## src/rtl/mem_access_pkg.sv

```systemverilog
// Shared types and helpers for the load/store bus stage.
package mem_access_pkg;

  typedef enum logic [1:0] {
    IDLE = 2'd0,
    REQ  = 2'd1,
    DONE = 2'd2
  } state_t;

  localparam logic [3:0] BE_WORD = 4'b1111;

  // True when exactly one byte lane is enabled.
  function automatic logic is_byte(input logic [3:0] be);
    return (be != 4'b0000) && ((be & (be - 4'd1)) == 4'b0000);
  endfunction

endpackage

```

## src/rtl/mem_access_unit_if.sv

```systemverilog
// Data-memory bus between the load/store stage (master) and memory (slave).
interface mem_access_unit_if #(
  parameter int DATA_W = 32
);
  logic              bus_req;
  logic              bus_we;
  logic [DATA_W-1:0] bus_addr;
  logic [3:0]        bus_be;
  logic [DATA_W-1:0] bus_wdata;
  logic              bus_ack;
  logic [DATA_W-1:0] bus_rdata;

  modport master (
    output bus_req, bus_we, bus_addr, bus_be, bus_wdata,
    input  bus_ack, bus_rdata
  );

  modport slave (
    input  bus_req, bus_we, bus_addr, bus_be, bus_wdata,
    output bus_ack, bus_rdata
  );
endinterface

```

## src/rtl/byte_lane_mux.sv

```systemverilog
// Byte-lane steering: replicates store bytes across lanes and extracts/zero-extends load bytes.
module byte_lane_mux
  import mem_access_pkg::*;
#(
  parameter int DATA_W = 32
) (
  input  logic [3:0]        be,
  input  logic [1:0]        lane,
  input  logic [DATA_W-1:0] wdata,
  input  logic [DATA_W-1:0] bus_rdata,
  output logic [DATA_W-1:0] bus_wdata,
  output logic [DATA_W-1:0] rdata_ext
);

  always_comb begin
    bus_wdata = wdata;
    rdata_ext = bus_rdata;
    if (is_byte(be)) begin
      bus_wdata = {4{wdata[7:0]}};
      rdata_ext = {{(DATA_W-8){1'b0}}, bus_rdata[{lane, 3'b000} +: 8]};
    end
  end

endmodule

```

## src/rtl/mem_access_unit.sv

```systemverilog
// Load/store bus stage: one req/ack transaction per access, stalling the core until done,
// with a REQ-cycle timeout that aborts the access and flags bus_err.
module mem_access_unit
  import mem_access_pkg::*;
#(
  parameter int DATA_W  = 32,
  parameter int TIMEOUT = 255
) (
  input  logic              clk,
  input  logic              reset,
  input  logic              mem_write,
  input  logic              mem_read,
  input  logic [3:0]        be,
  input  logic [DATA_W-1:0] addr,
  input  logic [DATA_W-1:0] wdata,
  output logic              stall,
  output logic [DATA_W-1:0] rdata,
  output logic              rvalid,
  output logic              bus_err,
  mem_access_unit_if.master bus
);

  localparam int CNT_W = (TIMEOUT < 2) ? 1 : $clog2(TIMEOUT);
  localparam logic [CNT_W-1:0] CNT_LAST = CNT_W'(TIMEOUT - 1);

  state_t            state_q, state_d;
  logic [CNT_W-1:0]  cnt_q;
  logic [DATA_W-1:0] addr_p0;
  logic [DATA_W-1:0] wdata_p0;
  logic [3:0]        be_p0;
  logic              we_p0;
  logic              err_q;
  logic              access;
  logic              capture;
  logic              ack_hit;
  logic              tmo_hit;
  logic [DATA_W-1:0] wdata_lane;
  logic [DATA_W-1:0] rdata_ext;

  assign access = mem_write | mem_read;

  byte_lane_mux #(.DATA_W(DATA_W)) u_lane_mux (
    .be        (be_p0),
    .lane      (addr_p0[1:0]),
    .wdata     (wdata_p0),
    .bus_rdata (bus.bus_rdata),
    .bus_wdata (wdata_lane),
    .rdata_ext (rdata_ext)
  );

  assign bus.bus_we    = we_p0;
  assign bus.bus_addr  = {addr_p0[DATA_W-1:2], 2'b00};
  assign bus.bus_be    = be_p0;
  assign bus.bus_wdata = wdata_lane;

  always_comb begin
    state_d     = state_q;
    stall       = 1'b0;
    bus.bus_req = 1'b0;
    capture     = 1'b0;
    ack_hit     = 1'b0;
    tmo_hit     = 1'b0;
    rvalid      = 1'b0;
    bus_err     = 1'b0;
    case (state_q)
      IDLE: begin
        if (access) begin
          stall   = 1'b1;
          capture = 1'b1;
          state_d = REQ;
        end
      end
      REQ: begin
        stall       = 1'b1;
        bus.bus_req = 1'b1;
        // An ack in the final counted cycle still wins over the timeout.
        if (bus.bus_ack) begin
          ack_hit = 1'b1;
          state_d = DONE;
        end else if (cnt_q == CNT_LAST) begin
          tmo_hit = 1'b1;
          state_d = DONE;
        end
      end
      DONE: begin
        rvalid  = ~we_p0 & ~err_q;
        bus_err = err_q;
        state_d = IDLE;
      end
      default: state_d = IDLE;
    endcase
  end

  // Capture stage: request fields held stable for the whole bus transaction
  always_ff @(posedge clk or negedge reset) begin
    if (!reset) begin
      state_q  <= IDLE;
      cnt_q    <= '0;
      addr_p0  <= '0;
      wdata_p0 <= '0;
      be_p0    <= '0;
      we_p0    <= 1'b0;
      err_q    <= 1'b0;
      rdata    <= '0;
    end else begin
      state_q <= state_d;
      if (capture) begin
        addr_p0  <= addr;
        wdata_p0 <= wdata;
        be_p0    <= (be == 4'b0000) ? BE_WORD : be;
        we_p0    <= mem_write;
        cnt_q    <= '0;
        err_q    <= 1'b0;
      end else if (state_q == REQ) begin
        cnt_q <= cnt_q + 1'b1;
      end
      if (tmo_hit) begin
        err_q <= 1'b1;
        rdata <= '0;
      end else if (ack_hit && !we_p0) begin
        rdata <= rdata_ext;
      end
    end
  end

endmodule
```

## src/flat_wrapper.sv

```systemverilog
// flat-port wrapper written by rule: the top's interface ports become plain ports
module mem_access_unit_flat import mem_access_pkg::*;
#(
  parameter int DATA_W  = 32,
  parameter int TIMEOUT = 255
)
  (clk, reset, mem_write, mem_read, be, addr, wdata, stall, rdata, rvalid, bus_err, bus_bus_req, bus_bus_we, bus_bus_addr, bus_bus_be, bus_bus_wdata, bus_bus_ack, bus_bus_rdata);
  mem_access_unit_if #(.DATA_W(DATA_W)) bus_i ();
  input  logic clk;
  input  logic reset;
  input  logic mem_write;
  input  logic mem_read;
  input  logic [3:0] be;
  input  logic [DATA_W-1:0] addr;
  input  logic [DATA_W-1:0] wdata;
  output logic stall;
  output logic [DATA_W-1:0] rdata;
  output logic rvalid;
  output logic bus_err;
  output wire logic [$bits(bus_i.bus_req)-1:0] bus_bus_req;
  output wire logic [$bits(bus_i.bus_we)-1:0] bus_bus_we;
  output wire logic [$bits(bus_i.bus_addr)-1:0] bus_bus_addr;
  output wire logic [$bits(bus_i.bus_be)-1:0] bus_bus_be;
  output wire logic [$bits(bus_i.bus_wdata)-1:0] bus_bus_wdata;
  input wire logic [$bits(bus_i.bus_ack)-1:0] bus_bus_ack;
  input wire logic [$bits(bus_i.bus_rdata)-1:0] bus_bus_rdata;
  assign bus_bus_req = bus_i.bus_req;
  assign bus_bus_we = bus_i.bus_we;
  assign bus_bus_addr = bus_i.bus_addr;
  assign bus_bus_be = bus_i.bus_be;
  assign bus_bus_wdata = bus_i.bus_wdata;
  assign bus_i.bus_ack = bus_bus_ack;
  assign bus_i.bus_rdata = bus_bus_rdata;
  mem_access_unit #(.DATA_W(DATA_W), .TIMEOUT(TIMEOUT)) u_core (.clk(clk), .reset(reset), .mem_write(mem_write), .mem_read(mem_read), .be(be), .addr(addr), .wdata(wdata), .stall(stall), .rdata(rdata), .rvalid(rvalid), .bus_err(bus_err), .bus(bus_i));
endmodule
```

## config.mk

```make
export PLATFORM = sky130hd
export DESIGN_NAME = mem_access_unit_flat
export DESIGN_NICKNAME = d
export VERILOG_FILES = /design/src/rtl/mem_access_pkg.sv /design/src/rtl/mem_access_unit_if.sv /design/src/rtl/byte_lane_mux.sv /design/src/rtl/mem_access_unit.sv /design/src/flat_wrapper.sv
export SDC_FILE = /design/constraint.sdc
export NUM_CORES = 1
export LEC_CHECK = 0
export CELL_PAD_IN_SITES_DETAIL_PLACEMENT = 1
export CELL_PAD_IN_SITES_GLOBAL_PLACEMENT = 1
export CORE_MARGIN = 2
export CORE_UTILIZATION = 32
export DETAILED_ROUTE_END_ITERATION = 8
export GPL_ROUTABILITY_DRIVEN = 1
export PLACE_DENSITY = 0.86
export SLEW_MARGIN = 25
export SYNTH_ARGS = -nofsm -noshare
export SYNTH_HDL_FRONTEND = slang
export SYNTH_SLANG_ARGS = --single-unit
```

## constraint.sdc

```tcl
create_clock -name clk -period 2.07 [get_ports clk]
set_input_delay 0.3105 -clock clk [delete_from_list [all_inputs] [get_ports clk]]
set_output_delay 0.3105 -clock clk [all_outputs]
set_load 0.05 [all_outputs]
```

==> qor.yml, run 1 <==
crit_fanout: 17
gp_congestion: 0.858
drv_slew: 0
drt_iter0_markers: 127
grt_use_total_pct: 20.0
vias_per_cell: 4.86
fmax_ghz: 0.417
dp_cells: 919
routed_wl_um: 17000
crit_path_end_kind: "primary output"
synth_area_um2: 5150
fin_tns_setup_ns: -7.39
cts_max_level: 3
layout_commonest_cell: "nand2_1"
worstMarginPinSlew_ns: 0.617
hold_ws_ns: 0.423
die-area_um2: 17100
critPathKind: "flop to primary output"
slowest_stage: "or4b_4"
n_antenna_cell: 0
ys_seq_area_share_pct: 54.4
ys_types: 38
cts.sinks: 112
yosys_warnings: 0
critPathArrivalTime_ns: 2.09
rsz0062_at_grt: "true"
clk_pin_slew_ns: 0.07
cap_violations: 0
cp-start-kind: "flop"
violations: "setup timing"
status: "complete, but fails checks"
crit_required_ns: 1.76
core_area_um2: 15800
wl_per_cell_um: 18.0
setup_ws_ns: -0.329
crit_chain: "or4b_4 -> o311a_4 -> buf_12 -> a21o_2 -> buf_12"
cts-root-buf: "clkbuf_16"
layoutNonFillerInstCount: 943
finalCritPeriodShare_pct: 116
hold_viol: 0
num_vias: 4587
numCtsBuffers: 9
grt-ovfl-total: 0
post-dp-hpwl_um: 12900
antenna_found_initial: 0
drive_gt1_share_pct: 16.0
skew_ns: 0.00691
cts_buffer_depth: 2
syn_area_per_cell_um2: 9.37
slew_headroom_pct: 58.9
die_x_um: 131
nFillCells: 1721
crit_path_frequent_cell: "buf_12"
setup_violations: 24
grt_max_degree: 66
cts_tree: "done"
min_period_ns: 2.40
drc: 0
rows: 46
place_ws_ns: 0.00965
die_height_um: 131
clk_latency_ns: 0.35
io_pins: 210
grt_pass1_wl_um: 26200
first_pass_iters: 4
max_stage_delay_ns: 0.57
mostFrequentLayoutCells: "nand2_1, clkdlybuf4s50_1, dfrtp_1, buf_12, a22o_1"
nets: 829
ys_ff_latch: 112
ant_nets: 0
syn_inst: 550
grt_pass1_vias: 4985
numPortBuffers: 207
start_util_pct: 32.6
hp-class: "primary input to async pin"
area_growth_pct: 56.2
[sequential cells by signal (all words and copies together) (netlist names)]
signal	count
u_core.rdata	32
u_core.addr_p0	32
u_core.wdata_p0	32
u_core.state_q	2
u_core.cnt_q	8
u_core.err_q	1
u_core.bus.bus_we	1
u_core.bus.bus_be	4
[timing repair]
item,CTS,global route
buffers inserted,5,1
cloned,1,0
hold buffers,1,0
pin swaps,4,0
hold endpoints to repair,25,0
resized for setup,12,5
endpoints found under the setup margin,24,48
[cell usage after synthesis (all sizes together)]
cell / n / area share [%]
nand2: 205 / 15
dfrtp: 112 / 54
buf: 50 / 7.0
a22o: 26 / 4.4
a21o: 24 / 3.5
clkbuf: 22 / 1.6
o21ai: 21 / 2.0
and2: 11 / 1.3
a21oi: 9 / 0.87
mux2i: 9 / 1.7
a2bb2oi: 8 / 1.4
o2bb2ai: 8 / 1.4
nand3: 6 / 0.58
nor2: 5 / 0.36
nor3: 5 / 0.49
inv: 4 / 0.29
nand4: 4 / 0.49
o31ai: 3 / 0.44
ha: 2 / 0.49
nand2b: 2 / 0.24
or4b: 2 / 0.39
a41oi: 1 / 0.17
and3: 1 / 0.12
conb: 1 / 0.073
nor2b: 1 / 0.12
nor3b: 1 / 0.15
nor4: 1 / 0.12
o21a: 1 / 0.15
o22ai: 1 / 0.12
o311a: 1 / 0.19
o311ai: 1 / 0.17
or2: 1 / 0.12
xnor2: 1 / 0.17
[final timing paths]
kind / from / endpoint / slack (ns) / depth (start not counted)
setup reg to reg: u_core.bus.bus_be[2] / u_core.rdata[31] / 0 / 7
setup / recovery: u_core.bus.bus_be[2] / bus_bus_wdata[17] / -0.33 / 5
hold / removal: reset / u_core.rdata[10] / 0.42 / 2
hold reg to reg: u_core.addr_p0[14] / u_core.addr_p0[14] / 0.48 / 2
min in group clk: u_core.addr_p0[14] / u_core.addr_p0[14] / 0.48 / 2
max in group asynchronous: reset / u_core.bus.bus_be[3] / 0.94 / 3
[cells by family after synthesis]
group / after synthesis / share of synthesized area (%)
xor+xnor: 1 / 0.170
fa+ha+maj: 2 / 0.485
mux: 9 / 1.75
compound gates: 104 / 14.8
flops: 112 / 54.4
other cells: 1 / 0.0727
buf+inv: 76 / 8.93
simple gates: 245 / 19.4
[metal layers]
| metal | GRT usage [%] | part of all wire (%) | up-vias |
|---|---|---|---|
| met2 | 36.0 | 51 | 165 |
| met3 | 5.01 | 6.4 | 30 |
| met4 | 8.32 | 2.6 | 0 |
| li1 | - | - | 2126 |
| met5 | 0 | 0 | - |
| met1 | 22.8 | 40 | 2266 |
[stage by stage]
step	utilization [%]	cell area, um^2
floorplan	-	5310
global placement	48.2	7630
detailed placement	48.2	7630
CTS	50.7	8030
global route	50.9	8050
finish	50.9	8050
[area by class of cell]
class / count / area (um^2) / area share, %
flip-flops and latches: 112 / 2810 / 34.9
clock buffers: 11 / 233 / 2.89
repair buffers: 232 / 2600 / 32.3
multi-input cells: 363 / 2090 / 26.0
clock inverters: 5 / 33.8 / 0.420
well taps: 216 / 270 / 3.36
inverters: 4 / 15.0 / 0.186
[worst max-delay path: cells and delay by family (launching register included)]
kind	cells	cell delay (ns)
compound gates	2	0.42
buf+inv	2	0.32
flops	1	0.42
simple gates	1	0.57
Power of run 1 is not shown: default switching activity piles up to over one toggle a cycle in this logic, so the estimate is an artifact.
==> run 2, diff against run 1 <==
--- a/config.mk
+++ b/config.mk
@@ -11,6 +11,7 @@
 export CORE_UTILIZATION = 32
 export DETAILED_ROUTE_END_ITERATION = 8
 export GPL_ROUTABILITY_DRIVEN = 1
+export MAX_ROUTING_LAYER = met4
 export PLACE_DENSITY = 0.86
 export SLEW_MARGIN = 25
 export SYNTH_ARGS = -nofsm -noshare
==> run 2 against run 1 <==
Against the previous run: the flow still finishes with violations (setup timing); largest cell class unchanged; clock-buffer cell count stayed put; critical path type unchanged; worst setup slack worse by 0.0042 ns; clock skew hardly changed; wire length stayed put.
==> qor.yml, run 2 (synthesis gave the netlist of run 1 again) <==
setup_ws_ns: -0.333  # -0.00418 ns
drt_iter0_markers: 138  # +8.7%
clk_latency_ns: 0.35  # about the same
post-dp-hpwl_um: 12900  # unchanged
antenna_found_initial: 0  # unchanged
status: "complete, but fails checks"
cts_max_level: 3  # unchanged
routed_wl_um: 17000  # unchanged
gp_congestion: 0.872  # +1.6%
cts_buffer_depth: 2  # unchanged
grt_max_degree: 66  # unchanged
slowest_stage: "or4b_4"
worstMarginPinSlew_ns: 0.629  # +0.0124 ns
final_core_util_pct: 50.8  # about the same
area_growth_pct: 56.1  # about the same
worst-path-buf-inv: 2  # unchanged
setup_violations: 24  # unchanged
reg.largest.list: "u_core.addr_p0: 32 flops, u_core.rdata: 32 flops, u_core.wdata_p0: 32 flops"
hp-class: "primary input to async pin"
skew_ns: 0.00665  # -0.000261 ns
wl_per_cell_um: 18.0  # unchanged
rsz0062_at_grt: "true"
clk_pin_slew_ns: 0.07  # about the same
die-area_um2: 17100  # unchanged
grt_use_total_pct: 20.7  # +0.62 points
critPathKind: "flop to primary output"
crit_family: "simple AND/OR/NAND/NOR gates"
n_antenna_cell: 0  # unchanged
hold_viol: 0  # unchanged
violations: "setup timing"
ant_nets: 0  # unchanged
cts_tree: "done"
mostFrequentLayoutCells: "nand2_1, clkdlybuf4s50_1, dfrtp_1, buf_12, a22o_1"
rows: 46  # unchanged
crit_chain: "or4b_4 -> o311a_4 -> buf_12 -> a21o_2 -> buf_12"
nets: 829  # unchanged
drc: 0  # unchanged
critPathArrivalTime_ns: 2.09  # about the same
cts.sinks: 112  # unchanged
vias_per_cell: 4.87  # about the same
drive_gt1_share_pct: 16.0  # unchanged
core_area_um2: 15800  # unchanged
cts-root-buf: "clkbuf_16"
grt_pass1_vias: 5004  # +0.38%
grt-ovfl-total: 0  # unchanged
drv_slew: 0  # unchanged
min_period_ns: 2.40  # +0.00418 ns
die_height_um: 131  # unchanged
io_pins: 210  # unchanged
max_stage_delay_ns: 0.57  # about the same
die_x_um: 131  # unchanged
start_util_pct: 32.6  # unchanged
layout_commonest_cell: "nand2_1"
finalCritPeriodShare_pct: 116  # +0.20 points
cp-start-kind: "flop"
cap_violations: 0  # unchanged
crit_path_end_kind: "primary output"
numCtsBuffers: 9  # unchanged
fmax_ghz: 0.416  # -0.17%
crit_fanout: 17  # unchanged
crit_path_frequent_cell: "buf_12"
num_vias: 4590  # +0.065%
slew_headroom_pct: 58.0  # -0.83 points
hold_ws_ns: 0.418  # -0.00474 ns
numPortBuffers: 207  # unchanged
grt_pass1_wl_um: 26200  # -0.11%
crit_required_ns: 1.76  # about the same
first_pass_iters: 4  # unchanged
==> run 2: cell counts in the layout (fill, tap and decap cells not counted) <==
Identical to the previous run, type by type.
==> run 2: cell type report <==
cell class | count | area (um^2)
multi-input combinational | 363 | 2080
timing repair buffer | 232 | 2600
tap | 216 | 270
clock inverter | 5 | 33.8
sequential | 112 | 2810
clock buffer | 11 | 233
inverter | 4 | 15.0
fill | 1724 | 7780
==> run 2: repair_timing <==
action,CTS,global route
gates cloned,1,0
endpoints found under the setup margin,24,48
pin swaps,4,0
hold buffers,1,0
gates resized for setup,12,4
endpoints found under the hold margin,25,0
buffers inserted,5,1
==> run 2: layer usage <==
layer / global-route usage, % / vias to the layer above / share of wire, %
met5: - / - / 0
met4: 8.32 / 0 / 2.5
met3: 4.23 / 30 / 5.5
met2: 36.3 / 159 / 51
met1: 23.0 / 2276 / 41
li1: - / 2125 / -
==> run 2: worst reg2reg max path, cell delays in order, from the launching register on <==
cell and delay, ns:
dfrtp_2 0.42, or4b_4 0.57, o311a_4 0.19, buf_16 0.17
buf_8 0.13, and2_4 0.14, buf_12 0.15, a22o_1 0.20
==> run 2: path summary, 6_finish.rpt <==
kind / cells after the start / slack [ns] / to / from
hold reg to reg: 2 / 0.48 / u_core.addr_p0[14] / u_core.addr_p0[14]
setup reg to reg: 7 / 0 / u_core.rdata[31] / u_core.bus.bus_be[2]
max in group asynchronous: 3 / 0.95 / u_core.bus.bus_be[3] / reset
setup / recovery: 5 / -0.33 / bus_bus_wdata[16] / u_core.bus.bus_be[2]
min in group clk: 2 / 0.48 / u_core.addr_p0[14] / u_core.addr_p0[14]
hold / removal: 2 / 0.42 / u_core.rdata[10] / reset
==> run 2: stage by stage <==
stage / setup TNS (ns) / instances / setup WS [ns] / instance area, um^2
2_1_floorplan: -0.741 / 551 / -0.0534 / 5310
3_3_place_gp: 0 / 919 / 0.0448 / 7630
3_5_place_dp: 0 / 919 / 0.00965 / 7630
4_1_cts: -7.99 / 942 / -0.351 / 8030
5_1_grt: -9.35 / 943 / -0.377 / 8050
6_report: -7.48 / 943 / -0.333 / 8050
Power of run 2 is left out for the same reason.
==> run 3, diff against run 2 <==
--- a/config.mk
+++ b/config.mk
@@ -10,7 +10,7 @@
 export CORE_MARGIN = 2
 export CORE_UTILIZATION = 32
 export DETAILED_ROUTE_END_ITERATION = 8
-export GPL_ROUTABILITY_DRIVEN = 1
+export GPL_ROUTABILITY_DRIVEN = 0
 export MAX_ROUTING_LAYER = met4
 export PLACE_DENSITY = 0.86
 export SLEW_MARGIN = 25
==> results of run 3 <==
No change in the layout: final DEF, timing and power equal those of run 2.
Power of run 3 is left out for the same reason.
